$ cat src/rtl/bs_gnrtr_n_rbtr_pkg.sv
// bs_pkg: shared FSM state type, header ID width and ID extraction helper for the bus generator/arbiter.
package bs_pkg;
    typedef enum logic [1:0] {IDLE, POP, PUSH} state_e;
    localparam int ID_W = 8;
    localparam int PKT_MAX = 256;
    function automatic logic [ID_W-1:0] id_of(input logic [PKT_MAX-1:0] pkt, input int sz);
        return pkt[sz-1 -: ID_W];
    endfunction
endpackage

$ cat src/rtl/bs_gnrtr_n_rbtr_rr_arbiter.sv
// rr_arbiter: round-robin grant, searching last+1, last+2, ... modulo N for the first requester.
module rr_arbiter #(
    parameter int N = 4,
    localparam int IW = N > 1 ? $clog2(N) : 1
) (
    input  logic [N-1:0]  req,
    input  logic [IW-1:0] last,
    output logic [N-1:0]  gnt,
    output logic [IW-1:0] idx,
    output logic          any
);
    always_comb begin
        idx = last;
        any = 1'b0;
        // Walk the ring backwards so the nearest requester after last is assigned last and wins.
        for (int i = N; i >= 1; i--) begin
            if (req[(int'(last) + i) % N]) begin
                idx = IW'((int'(last) + i) % N);
                any = 1'b1;
            end
        end
        for (int k = 0; k < N; k++) gnt[k] = any && (int'(idx) == k);
    end
endmodule

$ cat src/rtl/bs_gnrtr_n_rbtr.sv
// bs_gnrtr_n_rbtr: per-bus round-robin arbiter moving one packet per 3 cycles from terminal FIFOs to unicast/broadcast targets.
// Define BRDCST_SELF_EN to make broadcasts also push back to the sending terminal.
module bs_gnrtr_n_rbtr import bs_pkg::*; #(
    parameter int bits = 1,
    parameter int drvrs = 4,
    parameter int pckg_sz = 16,
    parameter logic [ID_W-1:0] broadcast = {ID_W{1'b1}}
) (
    input  logic                                   clk,
    input  logic                                   reset,
    input  logic [bits-1:0][drvrs-1:0]              pndng,
    input  logic [bits-1:0][drvrs-1:0][pckg_sz-1:0] D_pop,
    output logic [bits-1:0][drvrs-1:0]              pop,
    output logic [bits-1:0][drvrs-1:0]              push,
    output logic [bits-1:0][drvrs-1:0][pckg_sz-1:0] D_push
);
    localparam int IW = drvrs > 1 ? $clog2(drvrs) : 1;
`ifdef BRDCST_SELF_EN
    localparam bit BC_SELF = 1'b1;
`else
    localparam bit BC_SELF = 1'b0;
`endif

    for (genvar b = 0; b < bits; b++) begin : g_bus
        state_e             state_q, state_d;
        logic [IW-1:0]      src_q, src_d, last_q, last_d, idx;
        logic [pckg_sz-1:0] pkt_q, pkt_d, head;
        logic [drvrs-1:0]   pop_q, pop_d, push_q, push_d, gnt;
        logic [ID_W-1:0]    id;
        logic               any;

        rr_arbiter #(.N(drvrs)) u_arb (.req(pndng[b]), .last(last_q), .gnt(gnt), .idx(idx), .any(any));

        assign head = D_pop[b][src_q];
        assign id   = id_of(PKT_MAX'(head), pckg_sz);

        // Push targets are decoded from the head word while popping so push is a registered pulse in PUSH.
        always_comb begin
            state_d = state_q;
            src_d   = src_q;
            last_d  = last_q;
            pkt_d   = pkt_q;
            pop_d   = '0;
            push_d  = '0;
            case (state_q)
                IDLE: if (any) begin
                    src_d   = idx;
                    last_d  = idx;
                    pop_d   = gnt;
                    state_d = POP;
                end
                POP: begin
                    pkt_d   = head;
                    state_d = PUSH;
                    for (int j = 0; j < drvrs; j++)
                        push_d[j] = (id == broadcast) ? (BC_SELF || j != int'(src_q)) : (int'(id) == j);
                end
                default: state_d = IDLE;
            endcase
        end

        always_ff @(posedge clk) begin
            if (reset) begin
                state_q <= IDLE;
                src_q   <= '0;
                last_q  <= IW'(drvrs - 1);
                pkt_q   <= '0;
                pop_q   <= '0;
                push_q  <= '0;
            end else begin
                state_q <= state_d;
                src_q   <= src_d;
                last_q  <= last_d;
                pkt_q   <= pkt_d;
                pop_q   <= pop_d;
                push_q  <= push_d;
            end
        end

        assign pop[b]    = pop_q;
        assign push[b]   = push_q;
        assign D_push[b] = {drvrs{pkt_q}};
    end
endmodule

$ cat config.mk
export PLATFORM = sky130hd
export DESIGN_NAME = bs_gnrtr_n_rbtr
export DESIGN_NICKNAME = d
export VERILOG_FILES = /design/src/rtl/bs_gnrtr_n_rbtr_pkg.sv /design/src/rtl/bs_gnrtr_n_rbtr_rr_arbiter.sv /design/src/rtl/bs_gnrtr_n_rbtr.sv
export SDC_FILE = /design/constraint.sdc
export NUM_CORES = 1
export LEC_CHECK = 0
export ABC_AREA = 0
export ABC_CLOCK_PERIOD_IN_PS = 3700
export BUFFER_PORTS_ARGS = -buffer_cell sky130_fd_sc_hd__buf_2
export CAP_MARGIN = 20
export CORE_UTILIZATION = 44
export CTS_CLUSTER_DIAMETER = 30
export DETAILED_ROUTE_END_ITERATION = 16
export GPL_ROUTABILITY_DRIVEN = 0
export PLACE_DENSITY = 0.95
export SETUP_SLACK_MARGIN = 0.2
export SKIP_LAST_GASP = 1
export SYNTH_ARGS = -nofsm -noshare
export SYNTH_HDL_FRONTEND = slang
export SYNTH_SLANG_ARGS = --single-unit
export TNS_END_PERCENT = 100
$ cat constraint.sdc
create_clock -name clk -period 3.7 [get_ports clk]
set_clock_uncertainty 0.05 [all_clocks]
set_input_delay 0.185 -clock clk [delete_from_list [all_inputs] [get_ports clk]]
set_output_delay 0.185 -clock clk [all_outputs]
set_load 0.01 [all_outputs]
==> results by group <==
Synthesis
  • Ys Warns: 0
  • Cell variety after synth: 32
  • #FFs+latches synth: 30
  • Ys async rst share: 0
  • Syn avg cell area: 9.28 µm²
  • Seq/Total Area, Yosys: 0.316
  • Syn_nets: 275
  • Dominant synthesized flop cell: dfxtp_1
  • Mapped cell area: 1900 µm²
  • Post-Syn Instances: 205
  • Post-synth EDFFs: 0

Global route
  • Grt peak-use layer: met2
  • Pin count of the biggest net entering global routing: 24
  • Met1 Use GR: 0.263
  • Initial antenna violation count: 0
  • All-layer global routing usage: 0.220
  • GR Util met3: 0.0541
  • GR Util met2: 0.387
  • First-pass GRT wire length: 7430 µm
  • Vias in the first global route: 1570
  • GRT Residual Overflow: 0

STA
  • Tmin final: 2400 ps
  • Final Max Tran Viols: 0
  • Final setup violation count: 0
  • RSZ-0062 raised after global routing: no
  • Tcrit/Tclk final: 0.648
  • Fin. Hold Viols: 0
  • Fmax: 417 MHz
  • Worst Tran Pin Value: 1080 ps
  • Relative slew slack: 0.280
  • Setup TNS Final: 0 ps

Placement
  • Post-DP Area: 2270 µm²
  • Port bufs: 141
  • Post-DP HPWL: 4110 µm

Outcome
  • Status: finished clean

Floorplan
  • Chip height: 67.7 µm
  • Ports: 142
  • # rows: 23
  • Core area: 4090 µm²
  • Initial core utilization: 0.465
  • Die X: 67.7 µm
  • Die area: 4590 µm²

Detailed routing
  • Via density: 5.15
  • # DRC: 0
  • Drt first pass iters: 4
  • Final WL: 4990 µm
  • Vias: 1781
  • WL/cell: 14.4 µm
  • Detailed Route Iter0 Violations: 92
  • ANT nets after route: 0

Setup path
  • CP Max Fanout: 11
  • CP required: 3840 ps
  • Startpoint Class: flip-flop
  • CP arrival: 2540 ps
  • Critical path type: reg2reg
  • CP cell instances: buf_4, mux4_2, nor3_2, nand4b_2, o32ai_2
  • Worst path max stage delay: 690 ps
  • Worst path slowest cell: dfxtp_1
  • Nature of the critical path endpoint: flip-flop

Clock tree
  • Max Root-Sink Buffers: 2
  • CTS resizes: 0
  • Latest clock arrival within the worst-skew pair: 270 ps
  • CTS tree: built
  • CTS clock-pin slew for the worst setup and hold paths: 70 ps
  • Clock Root Buffer: clkbuf_8
  • Post-cts hold buffer count: 0
  • CTS Buf Count: 5
  • Clk sinks: 30
  • # H-tree levels: 2
  • Number of setup buffers added after CTS: 0

Layout
  • Antenna Cells: 0
  • Fin area: 2360 µm²
  • Fraction of layout cells with a size suffix above 1: 0.571
  • NumNets Final: 365
  • Area grow syn2layout: 23.9%

Pwr
  • Pwr/cell area: 412 nW/µm²
  • Internal power: 657 µW
  • Clock power share: 0.273
  • Sequential power share: 0.404
  • Cell leakage power: 0.00122 µW
  • Sw Ratio: 0.323
  • Logic pwr share: 0.322
  • Worst IR drop on VDD: 0.230 mV
  • Switching power: 314 µW

Worst hold path
  • Tightest Hold Check Type: in2reg

Flow run
  • Max_cap viols: 0
final cells by class:
class / instances / area [µm²]
Timing Repair Buffer: 142 / 713
Tap cell: 50 / 62.6
Clock inverter: 1 / 5.00
Inverter: 3 / 11.3
Fill cell: 359 / 1730
Sequential cell: 30 / 601
Clock buffer: 7 / 86.3
Multi-Input combinational cell: 113 / 878
cell usage in the layout, fill, tap and decap left out, types with 2 or more instances in the layout:
cell type	Yosys	layout
nor3_1	2	2
nand2_1	36	36
clkbuf_8	0	6
dfxtp_1	30	30
o32ai_1	3	3
inv_1	3	3
a21oi_1	20	20
nor2_1	4	4
buf_2	2	141
nand2b_1	7	7
o21ai_0	5	5
and3b_1	2	2
nor4_1	3	3
mux4_2	16	16
per-layer routing:
layer / part of all wire / routed length, µm / vias to the layer above
met5: 0 / 0 / -
met4: 0.0096 / 48 / 0
met3: 0.070 / 350 / 6
met2: 0.53 / 2630 / 101
met1: 0.39 / 1960 / 824
li1: - / - / 850
worst max-delay path: cells and delay by family, from the launching register on:
family | cells | cell delay (ps)
simple gates | 2 | 460
flops | 1 | 690
mux | 1 | 560
compound gates | 1 | 230
buf+inv | 1 | 320
power by group through the flow:
stage / registers, µW / clock network, µW / logic (µW)
2_1_floorplan: 390 / 0 / 257
3_3_place_gp: 398 / 0 / 303
3_5_place_dp: 400 / 0 / 312
4_1_cts: 393 / 268 / 313
5_1_grt: 401 / 285 / 342
6_report: 393 / 265 / 313
flip-flops by register name (all words and copies together), names as in the netlist:
signal / cells
g_bus.last_q: 2
pop: 4
g_bus.src_q: 2
g_bus.state_q: 2
g_bus.pkt_q: 16
push: 4
kinds of logic after synthesis:
kind of cell / count (synthesis) / share of synthesized area
AOI/OAI and AO/OA: 34 / 0.109
buffers and inverters: 62 / 0.222
DFF: 30 / 0.316
muxes: 16 / 0.189
and+or+nand+nor: 63 / 0.164
synthesized netlist by cell type, types with 2 or more instances:
cell	instances	area, µm²
inv_1	3	11.3
nand2b_1	7	43.8
nor2_1	4	15.0
buf_2	2	10.0
clkbuf_1	7	26.3
o21ai_0	5	25.0
a21oi_1	20	100
o32ai_1	3	26.3
dfxtp_1	30	601
mux4_2	16	360
and3b_1	2	17.5
nand2_1	36	135
nor3_1	2	10.0
buf_4	48	360
nor4_1	3	18.8
metrics by stage:
| stage | util | setup WS [ps] | total power [µW] | std cells | hold WS, ps |
|---|---|---|---|---|---|
| finish | 0.577 | 1300 | 971 | 346 | 299 |
| global placement | 0.555 | 1430 | 701 | 338 | 424 |
| global route | 0.577 | 1150 | 1030 | 346 | 303 |
| floorplan | - | 2010 | 647 | 205 | 214 |
| detailed placement | 0.555 | 1310 | 712 | 338 | 436 |
| CTS | 0.577 | 1300 | 974 | 346 | 284 |
final timing paths:
check	from	end	slack (ps)	depth (start not counted)
setup / recovery	g_bus[0].src_q[0]	push[0]	1300	5
hold / removal	reset	g_bus[0].pkt_q[8]	300	2
setup reg to reg	g_bus[0].src_q[0]	push[0]	1300	5
hold reg to reg	g_bus[0].pkt_q[7]	g_bus[0].pkt_q[7]	440	2
Note: power is estimated with default switching activity, not from simulation.
